===== src/rtl/cpu_ctrl_pkg.sv =====
// rtl/cpu_ctrl_pkg.sv - shared encodings for the PC branch sequencer
package cpu_ctrl_pkg;

    typedef enum logic [1:0] {
        BR_B   = 2'd0,
        BR_CBZ = 2'd1,
        BR_BLT = 2'd2,
        BR_RSV = 2'd3
    } br_kind_t;

    typedef enum logic [1:0] {
        S_RUN   = 2'd0,
        S_STALL = 2'd1,
        S_FLUSH = 2'd2,
        S_HALT  = 2'd3
    } seq_state_t;

    localparam int FLUSH_CNT_W = 2;

endpackage


===== src/rtl/br_cond_eval.sv =====
// rtl/br_cond_eval.sv - combinational taken decision for B / CBZ / B.LT
module br_cond_eval
    import cpu_ctrl_pkg::*;
(
    input  logic [1:0] br_kind,
    input  logic       rt_zero,
    input  logic       flag_n,
    input  logic       flag_v,
    output logic       taken
);

    br_kind_t w_kind;

    assign w_kind = br_kind_t'(br_kind);

    always_comb begin
        taken = 1'b0;
        case (w_kind)
            BR_B:    taken = 1'b1;
            BR_CBZ:  taken = rt_zero;
            BR_BLT:  taken = flag_n ^ flag_v;
            default: taken = 1'b0;
        endcase
    end

endmodule


===== src/rtl/branch_sequencer.sv =====
// rtl/branch_sequencer.sv - PC/IF-ID control FSM, flush counter and taken-branch counter
// Optional build macro BR_DELAY_SLOT_EN: taken branches keep the next fetch (no flush).
module branch_sequencer
    import cpu_ctrl_pkg::*;
#(
    parameter int FLUSH_CYCLES = 1,
    parameter int CNT_W        = 16
) (
    input  logic             clk,
    input  logic             reset,
    input  logic             br_valid,
    input  logic [1:0]       br_kind,
    input  logic             rt_zero,
    input  logic             flag_n,
    input  logic             flag_v,
    input  logic             load_use,
    input  logic             halt_req,
    output logic             BrTaken,
    output logic             UnCondBr,
    output logic             pc_en,
    output logic             ifid_en,
    output logic             ifid_flush,
    output logic [1:0]       state_o,
    output logic [CNT_W-1:0] taken_cnt
);

    localparam logic [FLUSH_CNT_W-1:0] FLUSH_INIT = FLUSH_CNT_W'(FLUSH_CYCLES - 1);

    seq_state_t             r_state;
    seq_state_t             w_next_state;
    logic [FLUSH_CNT_W-1:0] r_flush_cnt;
    logic [FLUSH_CNT_W-1:0] w_next_cnt;
    logic [CNT_W-1:0]       r_taken_cnt;
    logic                   w_taken;
    logic                   w_cnt_inc;
    logic                   w_br_taken;
    logic                   w_pc_en;
    logic                   w_ifid_en;
    logic                   w_ifid_flush;

    br_cond_eval u_cond (
        .br_kind (br_kind),
        .rt_zero (rt_zero),
        .flag_n  (flag_n),
        .flag_v  (flag_v),
        .taken   (w_taken)
    );

    always_ff @(posedge clk or negedge reset) begin
        if (!reset) begin
            r_state     <= S_RUN;
            r_flush_cnt <= '0;
            r_taken_cnt <= '0;
        end else begin
            r_state     <= w_next_state;
            r_flush_cnt <= w_next_cnt;
            if (w_cnt_inc && (r_taken_cnt != {CNT_W{1'b1}})) begin
                r_taken_cnt <= r_taken_cnt + 1'b1;
            end
        end
    end

    always_comb begin
        w_next_state = r_state;
        w_next_cnt   = r_flush_cnt;
        w_cnt_inc    = 1'b0;
        w_br_taken   = 1'b0;
        w_pc_en      = 1'b0;
        w_ifid_en    = 1'b0;
        w_ifid_flush = 1'b0;
        case (r_state)
            S_RUN: begin
                if (halt_req) begin
                    w_next_state = S_HALT;
                end else if (load_use) begin
                    // Branch is held in decode and re-resolved after the bubble.
                    w_next_state = S_STALL;
                end else if (br_valid && w_taken) begin
                    w_br_taken = 1'b1;
                    w_pc_en    = 1'b1;
                    w_cnt_inc  = 1'b1;
`ifdef BR_DELAY_SLOT_EN
                    w_ifid_en  = 1'b1;
`else
                    w_ifid_flush = 1'b1;
                    if (FLUSH_INIT != '0) begin
                        w_next_state = S_FLUSH;
                        w_next_cnt   = FLUSH_INIT;
                    end
`endif
                end else begin
                    w_pc_en   = 1'b1;
                    w_ifid_en = 1'b1;
                end
            end
            S_STALL: begin
                w_next_state = halt_req ? S_HALT : S_RUN;
            end
            S_FLUSH: begin
                w_pc_en      = 1'b1;
                w_ifid_flush = 1'b1;
                if (halt_req) begin
                    w_next_state = S_HALT;
                    w_next_cnt   = '0;
                end else begin
                    // Counter holds the flush cycles still to go, this one included.
                    w_next_cnt = (r_flush_cnt != '0) ? r_flush_cnt - 1'b1 : '0;
                    if (r_flush_cnt <= FLUSH_CNT_W'(1)) begin
                        w_next_state = S_RUN;
                    end
                end
            end
            default: begin
                w_next_state = S_HALT;
            end
        endcase
    end

    assign BrTaken    = reset & w_br_taken;
    assign UnCondBr   = reset & (br_kind == BR_B);
    assign pc_en      = reset & w_pc_en;
    assign ifid_en    = reset & w_ifid_en;
    assign ifid_flush = reset & w_ifid_flush;
    assign state_o    = r_state;
    assign taken_cnt  = r_taken_cnt;

endmodule


===== config.mk =====
export PLATFORM = sky130hd
export DESIGN_NAME = branch_sequencer
export DESIGN_NICKNAME = d
export VERILOG_FILES = /design/src/rtl/cpu_ctrl_pkg.sv /design/src/rtl/br_cond_eval.sv /design/src/rtl/branch_sequencer.sv
export SDC_FILE = /design/constraint.sdc
export NUM_CORES = 1
export LEC_CHECK = 0
export BUFFER_PORTS_ARGS = -buffer_cell sky130_fd_sc_hd__buf_2
export CAP_MARGIN = 0
export CORE_MARGIN = 5
export CORE_UTILIZATION = 45
export CTS_CLUSTER_DIAMETER = 30
export DETAILED_ROUTE_END_ITERATION = 10
export HOLD_SLACK_MARGIN = 0.02
export PLACE_DENSITY = 0.71
export SETUP_SLACK_MARGIN = 0.5
export SLEW_MARGIN = 0
export SYNTH_ARGS = -nofsm -noshare
export SYNTH_HDL_FRONTEND = slang
export SYNTH_HIERARCHICAL = 1
export SYNTH_SLANG_ARGS = --single-unit

===== constraint.sdc =====
create_clock -name clk -period 2.05 [get_ports clk]
set_input_delay 0.1025 -clock clk [delete_from_list [all_inputs] [get_ports clk]]
set_output_delay 0.1025 -clock clk [all_outputs]
set_load 0.02 [all_outputs]

-- Word-level counts from Yosys, hierarchy flattened
Index checks and enable logic that the tools add are counted.
Widths: inputs -> output; s select.
- flip-flop bits (word level): 20
- bits of input ports: 10
- output and inout port bits: 23
- logic and storage cells: 46
- add/subtract/negate cells: 2
- $lt $le $gt $ge: 1
- equal/unequal tests: 7
- mux-type cells: 21
- bitwise gates (word level): 6
- reduce and logical (&&, ||, !) cells: 6
- operators with widths (cell ; count):
    $add 16x1->16 const B ; 1
    $ne 16x16->1 const B ; 1
    $mux 2 ; 7
    $mux 1 ; 10
    $ne 3x3->1 const B ; 2
    $pmux 2 s3 ; 1
    $and 1x1->1 ; 5
    $eq 2x1->1 const B ; 2
    $eq 2x2->1 const B ; 2
    $logic_not 2->1 ; 2
    $pmux 1 s2 ; 2
    $pmux 1 s3 ; 1
    $le 2x1->1 const B ; 1
    $logic_and 1x1->1 ; 2
    $reduce_and 2->1 ; 1
    $reduce_bool 2->1 ; 1
    $sub 2x1->2 const B ; 1
    $xor 1x1->1 ; 1

-- Longest topological paths before layout
Gate-level depths: netlist of the first run.
- word-level depth: 8
- mapped depth: 6
- gate-level depth less buffers: 6

-- Modules after synthesis
Netlist of the first run, hierarchy kept.
- by module, submodules not included (module ; times used ; cells each ; area an instance (µm²) ; sequential area each (µm²)):
    branch_sequencer ; 1 ; 101 ; 1097.3 ; 500.5
    br_cond_eval ; 1 ; 4 ; 33.8 ; 0.0

-- Worst setup path after synthesis of the first run
Ideal clock, no wire load.
- path kind: reg2reg
- from: register r_taken_cnt[0] (netlist: taken_cnt[0])
- to: register r_taken_cnt[1] (netlist: taken_cnt[1])
- library setup time: 125 ps
- arrival: 1661 ps
- required time: 1925 ps
- slack: 264 ps
- cell stages (with the launch flop): 6
- buffers on the path: 0
- period minus slack after synthesis: 1786 ps
- cell sequence: dfrtp_1 -> ha_1 -> nand4_4 -> nor4_4 -> nor2_2 -> mux2_4
- longest elaborated chain between the ends: 2
- elaborated cells between the ends (all ways): 3
- classes of those cells: add/sub: 1; eq/ne: 1; reduce/logical: 1
- RTL lines (element ; RTL line ; source):
    start, declared ; branch_sequencer.sv:33 ; logic [CNT_W-1:0] r_taken_cnt;
    start signal, assigned ; branch_sequencer.sv:58 ; r_taken_cnt <= r_taken_cnt + 1'b1;
    parallel branches: the longest is 2 deep, another holds $add 16x1->16 ; - ;
Parallel ways; which one is timed is not known.
A chain may end at the register's enable or synchronous reset.

-- Final worst setup path of the first run
- from: register r_state[0] (netlist: state_o[0])
- to: register r_taken_cnt[15] (netlist: taken_cnt[15])
- longest elaborated chain between the ends: 3
- RTL lines (element ; RTL line ; source):
    start, declared ; branch_sequencer.sv:29 ; seq_state_t r_state;
    start signal, assigned ; branch_sequencer.sv:55 ; r_state <= w_next_state;
    $logic_not 2->1 ; branch_sequencer.sv:71 ; case (r_state)
    $mux 1 ; branch_sequencer.sv:71 ;
    $logic_and 1x1->1 ; branch_sequencer.sv:57 ; if (w_cnt_inc && (r_taken_cnt != {CNT_W{1'b1}})) begin
No other way between the ends.

==> impl_metrics.ini, run 1 <==
[power_and_ir_drop]
finalPower_uw = 1270
p_seq_share_pct = 37.0
p_switching_uw = 440
switching_share_pct = 34.7
power_frac_clock_pct = 18.3
power_frac_comb_pct = 44.7
power.internal_uw = 830
p_per_area_nw_per_um2 = 747
ir_worst_vdd_mv = 0.631
leakagePower_uw = 0.000892

[critical_path]
crit_required_ns = 2.29
crit_family = simple AND/OR/NAND/NOR gates
slowest_delay_ns = 0.42
ff2ff_setup_slack_ns = 0.23
worstPathArrival_ns = 2.06
r2r_start = state_o[0]$_DFFE_PN0P_
path_buf_inv = 2
startpoint_type = register
critPathMaxFanout = 5
critPathKind = reg -> reg
r2r-end = taken_cnt[15]$_DFFE_PN0P_
crit_chain = inv_2 > ha_4 > nor3b_4 > buf_4 > nand4_1 > nor4b_2 > xor2_1
cp_slowest_cell = dfrtp_2
path_depth = 7
end_kind = register
reg2reg_depth = 7

[clock_network]
cts_made_buffers = 3
clockRootBuffer = clkbuf_4
path_clk_slew_ns = 0.11
cts_buffer_depth = 2
cts_tree = built
htree_num_levels = 1
cts_num_sinks = 20
clock_latency_ns = 0.31

[placement]
dp_cells = 169
place_hpwl_um = 1940
gp_congestion = 0.751
dp_slack_ns = 0.230
port_buffers = 32

[floorplanning]
die_h_um = 60.1
io-pin-count = 33
core_um2 = 2430
num_rows = 18
initial_core_util_pct = 46.5
chipWidth_um = 60.1
die-area_um2 = 3620

[timing]
fmaxAchievable_ghz = 0.550
skew_ns = 0.00301
finalHoldViolCount = 0
fin_crit_sh_pct = 88.6
slew_viol_final = 0
relSlewSlack_pct = 74.5
grt_setup_unrepaired = yes
tns_ns = 0
worst_slack_ns = 0.233
min_period_ns = 1.82
setup_viol = 0
worst_slew_pin_slew_ns = 0.381

[detailed_routing]
routed_wirelength_um = 2860
drt_iter0_drc = 23
drt_pre_antenna_iters = 6
routedWlPerCell_um = 15.0
viasPerCell = 5.35
drc_errors = 0
ant_nets = 0
vias = 1022

[finish]
syn2layout_area_growth_pct = 50.2
diodes = 0
nets = 176
post-route-util_pct = 69.9
stdcell_count = 191
final_layout_size_suffix_gt1_share_pct = 58.4

[logic_synthesis]
syn_nets = 119
synth_cell_type_count = 36
synth_cells = 105
yosys_warnings = 6
avgSynthCellArea_um2 = 10.8
syn_area_um2 = 1130
synth_seq_cells = 20
synth_seq_area_share_pct = 44.2

[grt]
grt_start_max_net_pins = 21
overflow = 0
grt_pass1_vias = 993
track_usage_pct = 16.8
antenna_found_initial = 0
grt_pass1_wl_um = 4360

[status]
status = completed

[hold_path]
hold_path_class = in -> reg
holdPathEnd = r_flush_cnt[1]$_DFFE_PN0P_
hold_depth = 3
hp-start = halt_req

[job]
drv_cap = 0
[worst max path at each step]
stage | start | to | slack (ns)
after floorplan | state_o[1]$_DFFE_PN0P_ | taken_cnt[15]$_DFFE_PN0P_ | 0.34
after global placement | state_o[1]$_DFFE_PN0P_ | taken_cnt[15]$_DFFE_PN0P_ | 0.33
after detailed placement | state_o[1]$_DFFE_PN0P_ | taken_cnt[15]$_DFFE_PN0P_ | 0.23
after CTS | state_o[0]$_DFFE_PN0P_ | ifid_en | 0.31
after global routing | state_o[0]$_DFFE_PN0P_ | taken_cnt[15]$_DFFE_PN0P_ | 0.11
final | state_o[0]$_DFFE_PN0P_ | taken_cnt[15]$_DFFE_PN0P_ | 0.23
[worst min-delay path: stages]
cell      delay, ns
buf_2          0.13
nand2b_1       0.11
a21boi_0       0.08
[cells by family (layout without fill, tap and decap cells)]
group | Yosys count | after routing | share of synthesized area [%]
buffers and inverters | 4 | 60 | 1.33
XOR/XNOR | 15 | 15 | 11.6
multiplexers | 2 | 2 | 2.21
flip-flops | 20 | 20 | 44.2
AO/OA/AOI/OAI | 8 | 8 | 4.76
adder cells (fa/ha/maj) | 4 | 4 | 4.42
AND/OR/NAND/NOR | 52 | 52 | 31.4
[routing by layer]
layer	GRT usage [%]	part of all wire, %	vias up
met3	2.59	5.9	6
met5	0	0	-
met1	19.6	40	496
li1	-	-	486
met4	8.54	1.6	0
met2	29.3	52	34
[power by group through the flow]
| stage | combinational, µW | clock, µW | sequential, µW |
|---|---|---|---|
| after global routing | 629 | 265 | 474 |
| after floorplan | 212 | 0 | 545 |
| after detailed placement | 386 | 0 | 503 |
| after global placement | 366 | 0 | 495 |
| final | 568 | 233 | 469 |
| after CTS | 530 | 238 | 469 |
[layout make-up]
cell class / instances / area [µm²]
Tap cell: 30 / 37.5
Fill cell: 183 / 733
Clock buffer: 4 / 36.3
Timing Repair Buffer: 52 / 340
Sequential cell: 20 / 508
Multi-Input combinational cell: 81 / 762
Inverter: 4 / 15.0
[cell usage after synthesis, drive strengths merged]
cell type | n | area [µm²]
nor2 | 8 | 32.5
nand2 | 6 | 22.5
o21ai | 2 | 10.0
inv | 4 | 15.0
a21boi | 1 | 7.51
dfrtp | 20 | 500
nand4 | 5 | 52.6
a211oi | 1 | 12.5
nand3b | 1 | 7.51
xnor2 | 1 | 8.76
o22a | 1 | 8.76
mux2 | 1 | 15.0
nand3 | 5 | 25.0
xor2 | 14 | 123
and3 | 2 | 13.8
nor3b | 4 | 41.3
mux2i | 1 | 10.0
nand2b | 2 | 12.5
a21oi | 3 | 15.0
nor3 | 8 | 45.0
nor2b | 2 | 12.5
and2 | 2 | 13.8
nor4b | 2 | 23.8
nor4 | 3 | 33.8
and4 | 2 | 18.8
ha | 4 | 50.1
[registers in the layout, summed over array words and instances (netlist names)]
name	count
state_o	2
taken_cnt	16
r_flush_cnt	2
[cell usage in the layout, fill, tap and decap left out, types with 3 or more instances in the layout]
cell / instances
nand2_1: 5
xor2_1: 14
dfrtp_1: 14
nand3_1: 5
nor2_1: 5
nor3_4: 3
nand4_1: 3
buf_2: 29
dfrtp_2: 6
buf_4: 19
clkbuf_4: 3
nor3_1: 3
[per-stage QoR]
step / hold slack [ns] / cell area [µm²]
2_1_floorplan: -0.193 / 1190
3_3_place_gp: 0.0970 / 1400
3_5_place_dp: 0.0965 / 1400
4_1_cts: 0.152 / 1640
5_1_grt: 0.134 / 1700
6_report: 0.158 / 1700
[what timing repair did]
item / in CTS / in global routing
setup endpoints to repair: 20 / 22
hold buffers: 1 / 0
gates resized for setup: 17 / 10
endpoints found under the hold margin: 20 / 0
setup buffers: 16 / 1
pin swaps: 10 / 4
(Power assumes the default switching activity.)
==> run 2: changes to the inputs <==
- BUFFER_PORTS_ARGS: -buffer_cell sky130_fd_sc_hd__buf_2 -> unset
- CELL_PAD_IN_SITES_DETAIL_PLACEMENT: unset -> 0
- CELL_PAD_IN_SITES_GLOBAL_PLACEMENT: unset -> 1
- DONT_BUFFER_PORTS: unset -> 1
- PLACE_DENSITY: 0.71 -> unset
- PLACE_DENSITY_LB_ADDON: unset -> 0.1
- RECOVER_POWER: unset -> 50
==> run 2 against run 1 <==
- largest cell class unchanged
- core utilization is 8.3 points lower
- cell count fell by 15%
- worst hold slack got worse by 0.11 ns
- routed wire length shrank 13%
- via count fell by 15%
- sequential share of layout area grew 3.5 points
- die area stayed put
- highest routed layer unchanged
- combinational power fell by 34%
- final area down 12%
==> impl_metrics.ini, run 2 (same netlist as run 1, synthesis figures left out) <==
[status]
status = completed

[timing]
worst_slew_pin_slew_ns = 0.907
fin_crit_sh_pct = 87.7
relSlewSlack_pct = 39.3
skew_ns = 0.00814
fmaxAchievable_ghz = 0.556
setup_viol = 0
tns_ns = 0
finalHoldViolCount = 0
timing.hold.ws_ns = 0.0451
grt_setup_unrepaired = yes
min_period_ns = 1.80
slew_viol_final = 0

[grt]
grt_pass1_vias = 915
overflow = 0
antenna_found_initial = 0
track_usage_pct = 16.2
grt_start_max_net_pins = 21
grt_pass1_wl_um = 4280

[detailed_routing]
ant_nets = 0
drc_errors = 0
drt_iter0_drc = 11
viasPerCell = 5.31
vias = 866
drt_pre_antenna_iters = 4
routed_wirelength_um = 2480
routedWlPerCell_um = 15.2

[floorplanning]
chipWidth_um = 60.1
die_h_um = 60.1
num_rows = 18
core_um2 = 2430
die-area_um2 = 3620
initial_core_util_pct = 46.5
io-pin-count = 33

[finish]
final_layout_size_suffix_gt1_share_pct = 33.8
fillers = 217
final_common_cell = dfrtp_1
nets = 148
syn2layout_area_growth_pct = 32.4
post-route-util_pct = 61.6
diodes = 0
final_cell_mix = dfrtp_1, xor2_1, clkbuf_1
largest_reg_flops = 16

[power_and_ir_drop]
ir_worst_vdd_mv = 0.858
leakagePower_uw = 0.000730
p_per_area_nw_per_um2 = 739

[clock_network]
htree_num_levels = 1
cts_made_buffers = 3
clockRootBuffer = clkbuf_4
cts_num_sinks = 20
path_clk_slew_ns = 0.12
clock_latency_ns = 0.30
cts_tree = built
cts_buffer_depth = 2

[critical_path]
critPathMaxFanout = 5
crit_required_ns = 2.29
startpoint_type = register
critPathKind = reg -> reg
worstPathArrival_ns = 2.03
end_kind = register

[hold_path]
hold_path_class = in -> reg

[placement]
gp_congestion = 0.754
place_hpwl_um = 1850
port_buffers = 0

[job]
drv_cap = 0
## run 2: worst max-delay path, cell delays in order, from the launching register on
cell and delay, ns:
dfrtp_1 0.40, clkbuf_1 0.37, and4_1 0.30, nand4_1 0.20, nor4b_4 0.30, xor2_1 0.16
## run 2: repair_timing
action,in CTS,in global routing
gates resized for setup,20,1
setup buffers,8,3
hold buffers,2,0
setup endpoints to repair,20,20
hold endpoints to repair,21,0
pin swaps,11,4
## run 2: path summary, 6_finish.rpt
| path | from | to | slack, ns | depth (start not counted) |
|---|---|---|---|---|
| hold / removal | halt_req | r_flush_cnt[0]$_DFFE_PN0P_ | 0.05 | 2 |
| setup reg to reg | taken_cnt[7]$_DFFE_PN0P_ | taken_cnt[15]$_DFFE_PN0P_ | 0.25 | 5 |
| max in group asynchronous | reset | state_o[0]$_DFFE_PN0P_ | 1.13 | 1 |
| setup / recovery | taken_cnt[7]$_DFFE_PN0P_ | taken_cnt[15]$_DFFE_PN0P_ | 0.25 | 5 |
| hold reg to reg | r_flush_cnt[0]$_DFFE_PN0P_ | r_flush_cnt[0]$_DFFE_PN0P_ | 0.50 | 1 |
| min in group asynchronous | reset | taken_cnt[13]$_DFFE_PN0P_ | 0.36 | 1 |
## run 2: per-layer routing
layer  up-vias  global-route usage (%)  share of wire, %
li1        429                       -                 -
met1       409                    20.6                43
met2        24                    25.0                48
met3         4                    4.54               7.4
met4         0                    7.59               1.9
met5         -                       0                 0
## run 2: through the flow
step / cell area, µm² / instances / power (µW) / worst slack [ns]
6_report: 1500 / 163 / 1110 / 0.252
4_1_cts: 1520 / 160 / 1120 / 0.300
5_1_grt: 1500 / 163 / 1190 / 0.139
3_3_place_gp: 1310 / 146 / 827 / 0.215
2_1_floorplan: 1190 / 105 / 757 / 0.340
3_5_place_dp: 1310 / 146 / 840 / 0.164
## run 2: report_power, final
group	internal, µW	switching (µW)	total, µW
Clock	108	123	231
Combinational	167	206	373
Sequential	435	67.5	503
Total	711	396	1110
## run 2: final cells by class
cell class                 instances  area, µm²  share of cell area [%]
clock buffer                       4       36.3                    2.42
inverter                           4       15.0                    1.00
multi-input combinational         81        741                    49.5
sequential                        20        500                    33.4
tap                               30       37.5                    2.51
timing repair buffer              24        168                    11.2
==> run 3: changes to the inputs <==
- CORE_UTILIZATION: 45 -> 46
- MAX_ROUTING_LAYER: unset -> met4
- clock period: 2.05 -> 1.8 ns (I/O delays scaled with it)
==> run 3 against run 2 <==
- sequential cell count unchanged
- fmax increased by 2.7%
- largest power group is now combinational logic
- sequential power increased by 8.5%
- largest cell class unchanged
- final area increased by 16%
- total power increased by 34%
- global-route usage increased by 1.1 points
- critical path type unchanged
- register-to-register slack got worse by 0.20 ns
- highest routed layer unchanged
==> impl_metrics.ini, run 3 (same netlist as run 1, synthesis figures left out) <==
[timing]
min_period_ns = 1.75
skew_ns = 0.00948
finalHoldViolCount = 0
slew_viol_final = 0
fin_crit_sh_pct = 97.3
relSlewSlack_pct = 40.5
setup_viol = 0
worst_slew_pin_slew_ns = 0.890
fmaxAchievable_ghz = 0.571
grt_setup_unrepaired = yes

[clock_network]
path_clk_slew_ns = 0.12
clock_latency_ns = 0.30
cts_buffer_depth = 2
clockRootBuffer = clkbuf_4
cts_made_buffers = 3
htree_num_levels = 1
cts_num_sinks = 20
cts_tree = built

[finish]
syn2layout_area_growth_pct = 53.7
stdcell_count = 177
nets = 162
largest_reg_flops = 16
final_common_cell = buf_4
diodes = 0
post-route-util_pct = 72.1
final_cell_mix = buf_4, xor2_1, dfrtp_1
final_layout_size_suffix_gt1_share_pct = 53.7
final_cell_area_um2 = 1740
fillers = 179

[detailed_routing]
routed_wirelength_um = 2850
vias = 946
drc_errors = 0
drt_pre_antenna_iters = 4
routedWlPerCell_um = 16.1
viasPerCell = 5.34
drt_iter0_drc = 21
ant_nets = 0

[floorplanning]
num_rows = 18
io-pin-count = 33
die_h_um = 59.6
core_um2 = 2410
die-area_um2 = 3550
chipWidth_um = 59.6
initial_core_util_pct = 46.9

[grt]
track_usage_pct = 17.2
grt_pass1_wl_um = 4460
grt_start_max_net_pins = 22
grt_pass1_vias = 961
overflow = 0
antenna_found_initial = 0

[job]
drv_cap = 0

[placement]
place_hpwl_um = 1970
gp_congestion = 0.753
port_buffers = 0
dpl-instance-area_um2 = 1400
dp_cells = 157

[power_and_ir_drop]
p_per_area_nw_per_um2 = 854
power_frac_clock_pct = 24.7
leakagePower_uw = 0.000837
finalPower_uw = 1480
switching_share_pct = 33.1
power.internal_uw = 994
p_seq_share_pct = 36.8
p_switching_uw = 491
power_frac_comb_pct = 38.6
ir_worst_vdd_mv = 0.850

[critical_path]
end_kind = register
startpoint_type = register
critPathKind = reg -> reg
crit_required_ns = 2.04
critPathMaxFanout = 5
worstPathArrival_ns = 1.99
cp_slowest_cell = dfrtp_2
cpMostUsedCell = buf_6
crit_chain = inv_2 > ha_4 > nor3b_4 > buf_6 > nand4_1 > buf_6 > buf_4 > nor3_4 > xor2_1
crit_family = buffers and inverters
slowest_delay_ns = 0.43
path_buf_inv = 4

[status]
status = completed

[hold_path]
hold_path_class = in -> reg
==> run 3: timing repair <==
| item | in CTS | in global routing |
|---|---|---|
| endpoints found under the setup margin | 22 | 22 |
| pin swaps | 11 | 8 |
| resized for setup | 14 | 19 |
| hold buffers | 1 | 1 |
| hold endpoints to repair | 22 | 20 |
| buffers inserted | 8 | 6 |
==> run 3: area by class of cell <==
| type | instances | area (µm²) | area share (%) |
|---|---|---|---|
| Multi-Input combinational cell | 81 | 836 | 48.1 |
| Sequential cell | 20 | 510 | 29.4 |
| Timing Repair Buffer | 38 | 287 | 16.5 |
| Tap cell | 30 | 37.5 | 2.16 |
| Clock inverter | 1 | 30.0 | 1.73 |
| Clock buffer | 3 | 22.5 | 1.30 |
| Inverter | 4 | 15.0 | 0.864 |
==> run 3: final timing paths <==
check	from	to	slack, ns	depth (start not counted)
min reg2reg	r_flush_cnt[0]$_DFFE_PN0P_	r_flush_cnt[0]$_DFFE_PN0P_	0.49	1
min in group asynchronous	reset	taken_cnt[6]$_DFFE_PN0P_	0.34	1
max in group asynchronous	reset	taken_cnt[0]$_DFFE_PN0P_	0.85	1
max reg2reg	state_o[0]$_DFFE_PN0P_	taken_cnt[13]$_DFFE_PN0P_	0.05	9
max	state_o[0]$_DFFE_PN0P_	taken_cnt[13]$_DFFE_PN0P_	0.05	9
min	load_use	state_o[1]$_DFFE_PN0P_	0.05	3
==> run 3: worst min-delay path: stages <==
cell      delay [ns]
nand2b_1        0.05
a21oi_1         0.07
nor2_1          0.09
==> run 3: power by group through the flow <==
stage	sequential, µW	combinational [µW]	clock [µW]
after floorplan	626	255	0
after global placement	540	469	0
after detailed placement	545	480	0
after CTS	537	513	376
after global routing	552	634	395
final	546	573	366
==> run 3: layer usage <==
layer	up-vias	track usage (%)	wire length [µm]	share of wire, %
li1	462	-	-	-
met1	461	22.1	1280	45
met2	21	27.3	1380	48
met3	2	3.27	174	6.1
met4	0	5.70	16	0.56
met5	-	-	0	0
==> run 3: per-stage QoR <==
| step | worst slack, ns | TNS [ns] | hold WS [ns] |
|---|---|---|---|
| floorplan | 0.0909 | 0 | -0.206 |
| global placement | 0.124 | 0 | -0.205 |
| detailed placement | 0.0189 | 0 | -0.205 |
| CTS | 0.0956 | 0 | -0.550 |
| global route | -0.0790 | -0.267 | 0.0900 |
| finish | 0.0489 | 0 | 0.0473 |
